File: src/rtl/ofdm_framer.sv
// OFDM frame assembler: loads a sync preamble over the config stream after reset,
// then emits endless frames of stored sync words followed by pass-through data words.
module ofdm_framer #(
  parameter int unsigned SYNC_LEN = 25,
  parameter int unsigned DATA_LEN = 450
) (
  input  logic        aclk,
  input  logic        areset,
  input  logic [31:0] s_axis_config_tdata,
  input  logic [3:0]  s_axis_config_tstrb,
  input  logic        s_axis_config_tlast,
  input  logic        s_axis_config_tvalid,
  output logic        s_axis_config_tready,
  input  logic [31:0] s_axis_data_tdata,
  input  logic [3:0]  s_axis_data_tstrb,
  input  logic        s_axis_data_tlast,
  input  logic        s_axis_data_tvalid,
  output logic        s_axis_data_tready,
  output logic [39:0] m_axis_data_tdata,
  output logic [4:0]  m_axis_data_tstrb,
  output logic        m_axis_data_tlast,
  output logic        m_axis_data_tvalid,
  input  logic        m_axis_data_tready
);

  localparam int unsigned SW = $clog2(SYNC_LEN);
  localparam int unsigned DW = $clog2(DATA_LEN);
  localparam logic [SW-1:0] SYNC_LAST = SW'(SYNC_LEN - 1);
  localparam logic [DW-1:0] DATA_LAST = DW'(DATA_LEN - 1);

  typedef enum logic [1:0] {S_LOAD, S_SYNC, S_DATA} state_t;

  state_t        state_q, state_d;
  logic [SW-1:0] sidx_q, sidx_d;
  logic [DW-1:0] didx_q, didx_d;
  logic [33:0]   tdata_q, tdata_d;
  logic          tvalid_q, tvalid_d;
  logic          tlast_q, tlast_d;
  logic          armed_q;
  logic [31:0]   sync_ram [SYNC_LEN];

  logic advance, cfg_hs, data_hs;
  logic unused_inputs;

  assign unused_inputs = ^{s_axis_config_tstrb, s_axis_config_tlast,
                           s_axis_data_tstrb, s_axis_data_tlast};

  assign advance              = !tvalid_q || m_axis_data_tready;
  // armed_q keeps config ready low during reset without a combinational path from areset
  assign s_axis_config_tready = armed_q && (state_q == S_LOAD);
  assign s_axis_data_tready   = (state_q == S_DATA) && advance;
  assign cfg_hs               = s_axis_config_tvalid && s_axis_config_tready;
  assign data_hs              = s_axis_data_tvalid && s_axis_data_tready;

  assign m_axis_data_tdata  = {6'b0, tdata_q};
  assign m_axis_data_tstrb  = 5'h1F;
  assign m_axis_data_tlast  = tlast_q;
  assign m_axis_data_tvalid = tvalid_q;

  always_comb begin
    state_d  = state_q;
    sidx_d   = sidx_q;
    didx_d   = didx_q;
    tdata_d  = tdata_q;
    tvalid_d = tvalid_q;
    tlast_d  = tlast_q;
    unique case (state_q)
      S_LOAD: begin
        if (cfg_hs) begin
          if (sidx_q == SYNC_LAST) begin
            sidx_d  = '0;
            state_d = S_SYNC;
          end else begin
            sidx_d = sidx_q + 1'b1;
          end
        end
      end
      S_SYNC: begin
        if (advance) begin
          tdata_d  = {(sidx_q == '0), 1'b1, sync_ram[sidx_q]};
          tvalid_d = 1'b1;
          tlast_d  = 1'b0;
          if (sidx_q == SYNC_LAST) begin
            sidx_d  = '0;
            state_d = S_DATA;
          end else begin
            sidx_d = sidx_q + 1'b1;
          end
        end
      end
      S_DATA: begin
        if (data_hs) begin
          tdata_d  = {2'b00, s_axis_data_tdata};
          tvalid_d = 1'b1;
          tlast_d  = (didx_q == DATA_LAST);
          if (didx_q == DATA_LAST) begin
            didx_d  = '0;
            state_d = S_SYNC;
          end else begin
            didx_d = didx_q + 1'b1;
          end
        end else if (advance) begin
          tvalid_d = 1'b0;
          tlast_d  = 1'b0;
        end
      end
      default: state_d = S_LOAD;
    endcase
  end

  always_ff @(posedge aclk) begin
    if (areset) begin
      state_q  <= S_LOAD;
      sidx_q   <= '0;
      didx_q   <= '0;
      tdata_q  <= '0;
      tvalid_q <= 1'b0;
      tlast_q  <= 1'b0;
      armed_q  <= 1'b0;
    end else begin
      state_q  <= state_d;
      sidx_q   <= sidx_d;
      didx_q   <= didx_d;
      tdata_q  <= tdata_d;
      tvalid_q <= tvalid_d;
      tlast_q  <= tlast_d;
      armed_q  <= 1'b1;
    end
  end

  // Preamble storage survives reset; only LOAD rewrites it.
  always_ff @(posedge aclk) begin
    if (cfg_hs) sync_ram[sidx_q] <= s_axis_config_tdata;
  end

endmodule

File: config.mk
export PLATFORM = sky130hd
export DESIGN_NAME = ofdm_framer
export DESIGN_NICKNAME = d
export VERILOG_FILES = /design/src/rtl/ofdm_framer.sv
export SDC_FILE = /design/constraint.sdc
export NUM_CORES = 1
export LEC_CHECK = 0
export BUFFER_PORTS_ARGS = -buffer_cell sky130_fd_sc_hd__buf_2
export CORE_MARGIN = 5
export CORE_UTILIZATION = 58
export CTS_BUF_LIST = sky130_fd_sc_hd__clkbuf_2 sky130_fd_sc_hd__clkbuf_4 sky130_fd_sc_hd__clkbuf_8
export DETAILED_ROUTE_END_ITERATION = 10
export HOLD_SLACK_MARGIN = 0.05
export PLACE_DENSITY = 0.75
export SYNTH_ARGS = -nofsm -noshare
export SYNTH_HDL_FRONTEND = slang
export SYNTH_SLANG_ARGS = --single-unit
File: constraint.sdc
create_clock -name aclk -period 2.77 [get_ports aclk]
set_input_delay 0.1385 -clock aclk [delete_from_list [all_inputs] [get_ports aclk]]
set_output_delay 0.1385 -clock aclk [all_outputs]
set_load 0.02 [all_outputs]
==> flow_metrics.tcl <==
set metrics [dict create \
    num_vias 17800 \
    place_congestion 0.792 \
    grt_pass1_vias 17800 \
    via_per_inst 6.41 \
    fmax_mhz 371 \
    max_stage_delay_ps 580 \
    slew_headroom_pct 53.4 \
    wl_um 79000 \
    timing.rr.end "tdata_q[3]$_SDFFE_PP0P_" \
    cts.sinks 858 \
    drtIter0Drc 2296 \
    cts_root_buf "clkbuf_8" \
    use_met3_pct 5.33 \
    clock_latency_ps 790 \
    io_pins 128 \
    area_growth_syn_to_layout_pct 16.9 \
    num-nets-final 1998 \
    grt_pass1_wl_um 116000 \
    ys_seq_area_share_pct 75.2 \
    worstPathCellList "buf_12, mux4_2, mux2i_1, nor3b_1, a21oi_1, o41ai_2, dlygate4sd3_1" \
    hold_viol 0 \
    die_height_um 250 \
    skew_ps 32.9 \
    synth_top_area_share_pct 71.7 \
    portBuffers 106 \
    period_needed_ps 2700 \
    worst_pin_slew_ps 697 \
    leakage_nw 12.3 \
    firstDrtPassIters 8 \
    synth.area.top_cells "edfxtp_1 (72%), mux4_2 (14%), dfxtp_1 (3.5%)" \
    drive_gt1_share_pct 35.1 \
    yosys-top-cells-count "edfxtp_1 (800), mux4_2 (214), nor2_1 (78)" \
    hold_class "in -> reg" \
    worstSetupPathType "reg -> reg" \
    critPathCaptureType "flip-flop" \
    ys.flop_type "edfxtp_1" \
    reg2reg_depth 7 \
    syn_area_um2 33500 \
    cts_tree "yes" \
    p_total_w 0.0274 \
    design_area_um2 39200 \
    post-place-ws_ps 373 \
    synth_warnings 0 \
    ys_async_sr_fraction_pct 0 \
    worst_path_max_delay_cell "dlygate4sd3_1" \
    crit_fanout 49 \
    antenna_found_initial 3 \
    slew_viol_final 0 \
    grt_use_met2_pct 39.4 \
    min_to "tdata_q[28]$_SDFFE_PP0P_" \
    drv_cap 0 \
    yosys.area.top_type "edfxtp_1" \
    grt_use_total_pct 25.1 \
    yosysMostFrequentCell "edfxtp_1" \
    ant_nets 0 \
    rrSetupSlack_ps 70 \
    holdPathStages 4 \
    setup_viol 0 \
    coreArea_um2 57500 \
    period_share_pct 97.4 \
    nFillCells 3458 \
    power_density_nw_per_um2 701 \
    fin_ws_ps 72.7 \
    cts_made_buffers 133 \
    die_w_um 250 \
    cts-htree-levels 4 \
    synth_edf_count 800 \
    synth.distinct_cells 55 \
    wire_per_inst_um 28.4 \
    dp_hpwl_um 44800 \
    irDropWorstVdd_mv 0.393 \
    placed_cell_area_um2 35700 \
    clk_path_buf_depth 3 \
    grt_max_degree 80 \
    status "completed" \
    start_kind "flip-flop" \
    worst_hold_slack_ps 248 \
    grt.overflow.total 0 \
    initial_core_util_pct 58.3 \
    rows 88 \
    synth_area_per_cell_um2 20.7 \
    fp.dieArea_um2 62600 \
    path_clk_slew_ps 70 \
    holdCritStartpoint "s_axis_data_tdata[28]" \
    grt_use_met1_pct 36.3 \
    synthCells 1614 \
    required_ps 3430 \
    critPathArrivalTime_ps 3360 \
    rsz0062_at_grt "false" \
    ys_seq_elements 858 \
    busiest_layer "met2" \
    drc 0 \
]
[cell usage in the layout (no fill, tap or decap), types with 10 or more instances in the layout]
| master | instances |
|---|---|
| clkbuf_8 | 144 |
| a31o_2 | 23 |
| mux2_2 | 16 |
| clkinv_1 | 24 |
| nor2b_1 | 25 |
| buf_4 | 40 |
| nor3_1 | 26 |
| edfxtp_1 | 800 |
| nand2_1 | 44 |
| dlygate4sd3_1 | 69 |
| buf_2 | 106 |
| buf_12 | 38 |
| a211oi_2 | 10 |
| mux4_2 | 214 |
| clkinv_2 | 12 |
| o311ai_0 | 23 |
| mux2i_1 | 36 |
| nor2_4 | 24 |
| nor2_1 | 54 |
| a21oi_1 | 13 |
| clkbuf_4 | 48 |
| a211oi_1 | 15 |
| o21ai_0 | 28 |
| conb_1 | 11 |
| dfxtp_1 | 53 |
[cell type report]
type / instances / area, um2 / share of cell area (%)
Inverter: 9 / 33.8 / 0.0863
Clock buffer: 192 / 2340 / 5.98
Sequential cell: 858 / 25200 / 64.3
Clock inverter: 50 / 354 / 0.904
Multi-Input combinational cell: 652 / 7940 / 20.3
Timing Repair Buffer: 255 / 2330 / 5.96
Tap cell: 765 / 957 / 2.44
Antenna cell: 2 / 5.00 / 0.0128
[logic make-up after synthesis]
logic type	after synthesis	synth area share (%)
flops	858	75.2
buf+inv	113	1.76
other cells	2	0.0224
simple gates	207	2.94
fa+ha+maj	10	0.374
compound gates	147	3.41
mux	266	16.0
xor+xnor	11	0.288
[state kept, by name, summed over array words and instances, names as in the netlist, named ones only]
| signal | count |
|---|---|
| m_axis_data_tlast | 1 |
| m_axis_data_tvalid | 1 |
| sync_ram | 800 |
| tdata_q | 34 |
| state_q | 2 |
| armed_q | 1 |
| sidx_q | 5 |
| didx_q | 9 |
[timing repair]
action / CTS / global route
hold buffers: 69 / 0
setup buffers: 0 / 0
endpoints found under the hold margin: 849 / 0
gates resized for setup: 0 / 2
endpoints found under the setup margin: 0 / 1
[metrics by stage]
stage	utilization, %	std cells	TNS [ps]
after floorplan	-	1623	-73480
after global placement	62.2	2469	0
after detailed placement	62.2	2469	0
after CTS	68.1	2780	0
after global routing	68.1	2782	0
final	68.1	2783	0
[where the power goes]
group / internal (W) / switching [W] / total [W]
logic: 0.00105 / 0.00130 / 0.00235
clock network: 0.00583 / 0.00479 / 0.0106
registers: 0.0143 / 0.000137 / 0.0145
total: 0.0212 / 0.00623 / 0.0274
[worst max path at each step]
| stage | to | cells past startpoint | slack, ps |
|---|---|---|---|
| floorplan | sync_ram[21][0]$_DFFE_PP_ | 6 | -100 |
| global placement | sync_ram[13][2]$_DFFE_PP_ | 6 | 370 |
| detailed placement | sync_ram[3][26]$_DFFE_PP_ | 6 | 370 |
| CTS | tdata_q[3]$_SDFFE_PP0P_ | 7 | 30 |
| global route | tdata_q[3]$_SDFFE_PP0P_ | 7 | 20 |
| finish | tdata_q[3]$_SDFFE_PP0P_ | 7 | 70 |
[routing by layer]
layer	share of wire [%]	vias up
li1	-	7303
met1	38	9292
met2	49	1086
met3	9.8	156
met4	2.9	2
met5	0.0089	-
[critical path: cells and delay by family (launching register included)]
kind	cells	cell delay, ps
simple gates	1	80
mux	2	790
buf+inv	2	850
flops	1	370
compound gates	2	430
(Power assumes the default switching activity.)
